[src/rtl/cnt_xfer_scheduler.sv]
// Round-robin scheduler that lends one shared two-mode counter to N_REQ
// requesters, one fixed-length transfer at a time, and reports completion.
module cnt_xfer_scheduler #(
  parameter int N_REQ          = 4,
  parameter int REQ_ID_WIDTH   = 2,
  parameter int CNT_SIZE       = 40,
  parameter int CNT_SIZE_WIDTH = 6
) (
  input  logic                      clk,
  input  logic                      rst,
  input  logic [N_REQ-1:0]          req_valid_i,
  input  logic [2*N_REQ-1:0]        req_mode_i,
  output logic [N_REQ-1:0]          req_ready_o,
  input  logic                      abort_i,
  output logic [1:0]                cnt_mode_o,
  output logic                      cnt_rst_o,
  output logic [CNT_SIZE_WIDTH-1:0] cnt_rst_vector_o,
  input  logic                      cnt_end_i,
  output logic                      busy_o,
  output logic [REQ_ID_WIDTH-1:0]   grant_id_o,
  output logic                      done_o,
  output logic                      done_aborted_o
);

  if (REQ_ID_WIDTH < $clog2(N_REQ)) begin : g_bad_id
    $error("REQ_ID_WIDTH too small for N_REQ");
  end
  if (CNT_SIZE < 1 || CNT_SIZE > (1 << CNT_SIZE_WIDTH)) begin : g_bad_cnt
    $error("CNT_SIZE does not fit CNT_SIZE_WIDTH");
  end

  typedef enum logic [1:0] {
    IDLE = 2'd0,
    RUN  = 2'd1,
    DONE = 2'd2
  } state_t;

  state_t state, state_nx;

  logic [REQ_ID_WIDTH-1:0] last_grant;
  logic [REQ_ID_WIDTH-1:0] id;
  logic [REQ_ID_WIDTH-1:0] winner;
  logic [1:0]              mode;
  logic [1:0]              win_mode;
  logic                    aborted;
  logic                    aborted_nx;
  logic                    found;
  logic                    hs;

  // First valid requester after the last grant, wrapping modulo N_REQ
  always_comb begin : arb
    int j;
    logic [REQ_ID_WIDTH-1:0] idx;
    j      = 0;
    idx    = '0;
    found  = 1'b0;
    winner = '0;
    for (int k = 1; k <= N_REQ; k++) begin
      j   = (int'(last_grant) + k) % N_REQ;
      idx = REQ_ID_WIDTH'(j);
      if (!found && req_valid_i[idx]) begin
        found  = 1'b1;
        winner = idx;
      end
    end
  end

  assign win_mode = req_mode_i[{winner, 1'b0} +: 2];
  assign hs       = (state == IDLE) && found && !rst;

  assign req_ready_o = hs ? (N_REQ'(1) << winner) : '0;

  always_ff @(posedge clk or posedge rst) begin
    if (rst) begin
      state      <= IDLE;
      last_grant <= REQ_ID_WIDTH'(N_REQ - 1);
      mode       <= 2'b01;
      id         <= '0;
      aborted    <= 1'b0;
    end else begin
      state   <= state_nx;
      aborted <= aborted_nx;
      if (hs) begin
        last_grant <= winner;
        id         <= winner;
        // mode 0 never reaches cnt_end, so run it as a plain count
        mode       <= (win_mode == 2'b00) ? 2'b01 : win_mode;
      end
    end
  end

  always_comb begin
    state_nx   = state;
    aborted_nx = aborted;
    unique case (state)
      IDLE: begin
        if (found) state_nx = RUN;
      end
      RUN: begin
        if (abort_i) begin
          state_nx   = DONE;
          aborted_nx = 1'b1;
        end else if (cnt_end_i) begin
          state_nx   = DONE;
          aborted_nx = 1'b0;
        end
      end
      DONE: begin
        state_nx = IDLE;
      end
      default: begin
        state_nx = IDLE;
      end
    endcase
  end

  assign cnt_rst_o        = (state != RUN);
  assign cnt_mode_o       = (state == RUN) ? mode : 2'b00;
  assign cnt_rst_vector_o = '0;
  assign busy_o           = (state != IDLE);
  assign grant_id_o       = id;
  assign done_o           = (state == DONE);
  assign done_aborted_o   = (state == DONE) && aborted;

endmodule
[config.mk]
export PLATFORM = sky130hd
export DESIGN_NAME = cnt_xfer_scheduler
export DESIGN_NICKNAME = d
export VERILOG_FILES = /design/src/rtl/cnt_xfer_scheduler.sv
export SDC_FILE = /design/constraint.sdc
export NUM_CORES = 1
export LEC_CHECK = 0
export ABC_AREA = 0
export BUFFER_PORTS_ARGS = -buffer_cell sky130_fd_sc_hd__buf_2
export CORE_ASPECT_RATIO = 1.5
export CORE_UTILIZATION = 25
export DETAILED_ROUTE_END_ITERATION = 10
export PLACE_DENSITY_LB_ADDON = 0.05
export SKIP_CTS_REPAIR_TIMING = 1
export SLEW_MARGIN = 0
export SYNTH_ARGS = -nofsm -noshare
export SYNTH_HDL_FRONTEND = slang
export SYNTH_SLANG_ARGS = --single-unit
[constraint.sdc]
create_clock -name clk -period 3 [get_ports clk]
set_input_delay 0.9 -clock clk [delete_from_list [all_inputs] [get_ports clk]]
set_output_delay 0.9 -clock clk [all_outputs]
set_load 0.05 [all_outputs]
==> impl_metrics.py <==
metrics = {
    "layout": {
        "layout_commonest_cell": "sky130_fd_sc_hd__buf_2",
        "insertedDiodeCount": 0,
        "most-common-layout-cells": "sky130_fd_sc_hd__buf_2, sky130_fd_sc_hd__buf_4",
        "area_growth_pct": 44.4,
        "n_fill_cell": 283,
        "nNetsFinal": 131,
        "final_design_area_excluding_fillers_um2": 940,
        "final_layout_size_suffix_gt1_share_pct": 46.5,
    },
    "yosys": {
        "instance_count_of_the_mapped_netlist": 73,
        "syn-cell-area_um2": 651,
        "synth_edf_count": 0,
        "yosysSeqAreaShare_pct": 35.2,
        "post-synth-top-area-fraction_pct": 23.1,
        "synth_cell_type_count": 28,
        "async_flop_share_pct": 100,
        "synth.top_cells.by_area": "sky130_fd_sc_hd__dfrtp_1, sky130_fd_sc_hd__dfstp_2, sky130_fd_sc_hd__buf_4",
        "ys_warn_count": 0,
        "ys_seq_elements": 9,
        "avgSynthCellArea_um2": 8.91,
        "synth_ff_type": "sky130_fd_sc_hd__dfrtp_1",
        "yosys.area.top_type": "sky130_fd_sc_hd__dfrtp_1",
    },
    "die": {
        "top_level_ports": 34,
        "fp.dieArea_um2": 2810,
        "start_util_pct": 26.6,
        "die_w_um": 43.7,
        "fp.dieH_um": 64.5,
        "rows": 22,
        "fp.coreArea_um2": 2450,
    },
    "hold_path": {
        "worstHoldStart": "grant_id_o[0]",
        "hold_depth": 1,
        "min-delay-path-class": "reg -> reg",
        "whs_endpoint": "grant_id_o[0]",
    },
    "setup_path": {
        "critPathKind": "in -> out",
        "critical_path.reg2reg.startpoint": "last_grant[1]",
        "r2r_cells": 6,
        "rrSetupSlack_ps": 1290,
        "crit_path_end_kind": "primary output",
        "cp_common_cell": "sky130_fd_sc_hd__nand2_1",
        "worst_ep_arrival_time_ps": 2030,
        "rr_endpoint": "mode[0]",
        "crit_required_ps": 2100,
        "cp_max_fo": 5,
        "cp-start-kind": "input pin",
        "maximum_cell_stage_delay_along_the_critical_path_ps": 370,
        "critical-path-slowest-cell": "sky130_fd_sc_hd__or3_1",
        "timing.critical_path.cells": "buf_2 -> nor2b_1 -> or3_1 -> nand2_1 -> nand2_1 -> nor2_2 -> buf_4",
    },
    "pwr": {
        "share_clk_of_total_power_pct": 9.3,
        "p_sw_uw": 508,
        "power.leakage_uw": 0.000462,
        "internal-power_uw": 485,
        "seqPwrFrac_pct": 23.2,
        "power.switching_fraction_pct": 51.2,
        "power-per-cell-area_nw_per_um2": 1060,
        "comb_power_share_pct": 67.5,
        "power.total_uw": 993,
        "power.ir.vdd_worst_mv": 0.427,
    },
    "grt": {
        "via_count_of_the_first_global_routing_pass": 551,
        "antenna_found_initial": 0,
        "grt_first_pass_wirelength_um": 2470,
        "grt.overflow.total": 0,
        "grtUsageTotal_pct": 11.7,
        "largest_net_degree_at_the_start_of_global_routing": 11,
    },
    "sta": {
        "finalMaxSlewViolations": 0,
        "timing.final.crit_period_ps": 2930,
        "achievable-frequency_mhz": 341,
        "skew_ps": 4.87,
        "setup_violations": 0,
        "holdWs_ps": 479,
        "finalCritPeriodShare_pct": 97.8,
        "timing.final.hold_violations": 0,
        "setup_repair_after_global_routing_missed_its_margin": "yes",
    },
    "run_status": {
        "status": "complete, but fails checks",
        "failing_checks": "design-rule violations",
    },
    "clock_tree": {
        "clock_tree.htree_level_count": 1,
        "worst_skew_pair.late_latency_ps": 250,
        "cts_sinks": 9,
        "clk_transition_reported_paths_ps": 60,
        "cts_root_buf": "sky130_fd_sc_hd__clkbuf_4",
        "cts_max_path_bufs": 2,
        "cts_tree": "done",
        "cts_made_buffers": 3,
    },
    "placed_design": {
        "portBuffers": 27,
        "place_congestion": 0.656,
        "postPlaceCellArea_um2": 847,
        "post-dp-hpwl_um": 1210,
    },
    "drt": {
        "post_drt_via_cell_ratio": 4.66,
        "wire_per_inst_um": 11.5,
        "number_of_drc_markers_after_the_initial_detailed_route_iteration": 13,
        "postRouteAntennaNets": 0,
        "total_number_of_vias": 643,
        "route.final.wire_length_um": 1590,
        "drc_errors": 2,
        "detailedRoute.firstPassIterationCount": 8,
    },
    "job": {
        "timing.max_cap.violations": 0,
    },
}
[layout make-up]
cell class	instances	area, µm²	share of cell area, %
Sequential cell	9	229	24.4
Multi-Input combinational cell	57	400	42.6
Tap cell	24	30.0	3.20
Inverter	5	18.8	2.00
Timing Repair Buffer	39	235	25.0
Clock buffer	4	26.3	2.80
[critical path, delay by kind of cell]
kind | cells | cell delay, ps
and+or+nand+nor | 5 | 800
buffers and inverters | 2 | 320
[stage by stage]
step	worst slack [ps]	cells	TNS, ps	utilization (%)
final	66.6	138	0	38.4
after global routing	-2.06	138	-2.06	38.4
after CTS	-62.8	133	-106	35.6
after detailed placement	-65.9	129	-108	34.6
after global placement	-24.0	129	-42.8	34.6
after floorplan	52.4	78	0	-
[Yosys cell counts (2+ instances only)]
library cell,n
sky130_fd_sc_hd__buf_4,6
sky130_fd_sc_hd__mux2i_1,3
sky130_fd_sc_hd__nand2b_1,4
sky130_fd_sc_hd__nand4_1,4
sky130_fd_sc_hd__nor2b_1,7
sky130_fd_sc_hd__buf_2,2
sky130_fd_sc_hd__mux2_1,3
sky130_fd_sc_hd__dfrtp_1,6
sky130_fd_sc_hd__dfstp_2,3
sky130_fd_sc_hd__and2_1,2
sky130_fd_sc_hd__inv_1,5
sky130_fd_sc_hd__nor2_1,8
sky130_fd_sc_hd__o21ai_1,3
sky130_fd_sc_hd__nand2_1,3
[sequential cells by signal (all words and copies together) (netlist names)]
| name | count |
|---|---|
| aborted | 1 |
| grant_id_o | 2 |
| last_grant | 2 |
| state | 2 |
| mode | 2 |
[kinds of logic (layout without fill, tap and decap cells)]
logic type / Yosys count / after routing / share of synthesized area [%]
flops: 9 / 9 / 35.2
compound gates: 10 / 11 / 14.2
mux: 6 / 6 / 9.81
simple gates: 34 / 34 / 28.8
buf+inv: 13 / 48 / 11.3
other cells: 1 / 6 / 0.576
[how the worst max path moves through the flow]
stage,start,endpoint,cells past startpoint
2_1_floorplan,req_valid_i[3],req_ready_o[3],5
3_3_place_gp,req_valid_i[3],req_ready_o[2],7
3_5_place_dp,req_valid_i[3],req_ready_o[2],7
4_1_cts,req_valid_i[3],req_ready_o[2],7
5_1_grt,req_valid_i[0],req_ready_o[3],7
6_report,req_valid_i[3],req_ready_o[0],7
[routing by layer]
layer / wire [µm] / track usage (%)
met3: 54 / 1.67
met4: 19 / 5.86
met2: 845 / 19.0
met1: 665 / 14.6
met5: 0 / 0
[power groups by stage]
stage          sequential (µW)  clock (µW)  combinational [µW]
2_1_floorplan              270           0                 423
3_3_place_gp               233           0                 620
3_5_place_dp               234           0                 620
4_1_cts                    231        96.9                 622
5_1_grt                    239         111                 714
6_report                   230        92.6                 671
Note: power is estimated with default switching activity, not from simulation.
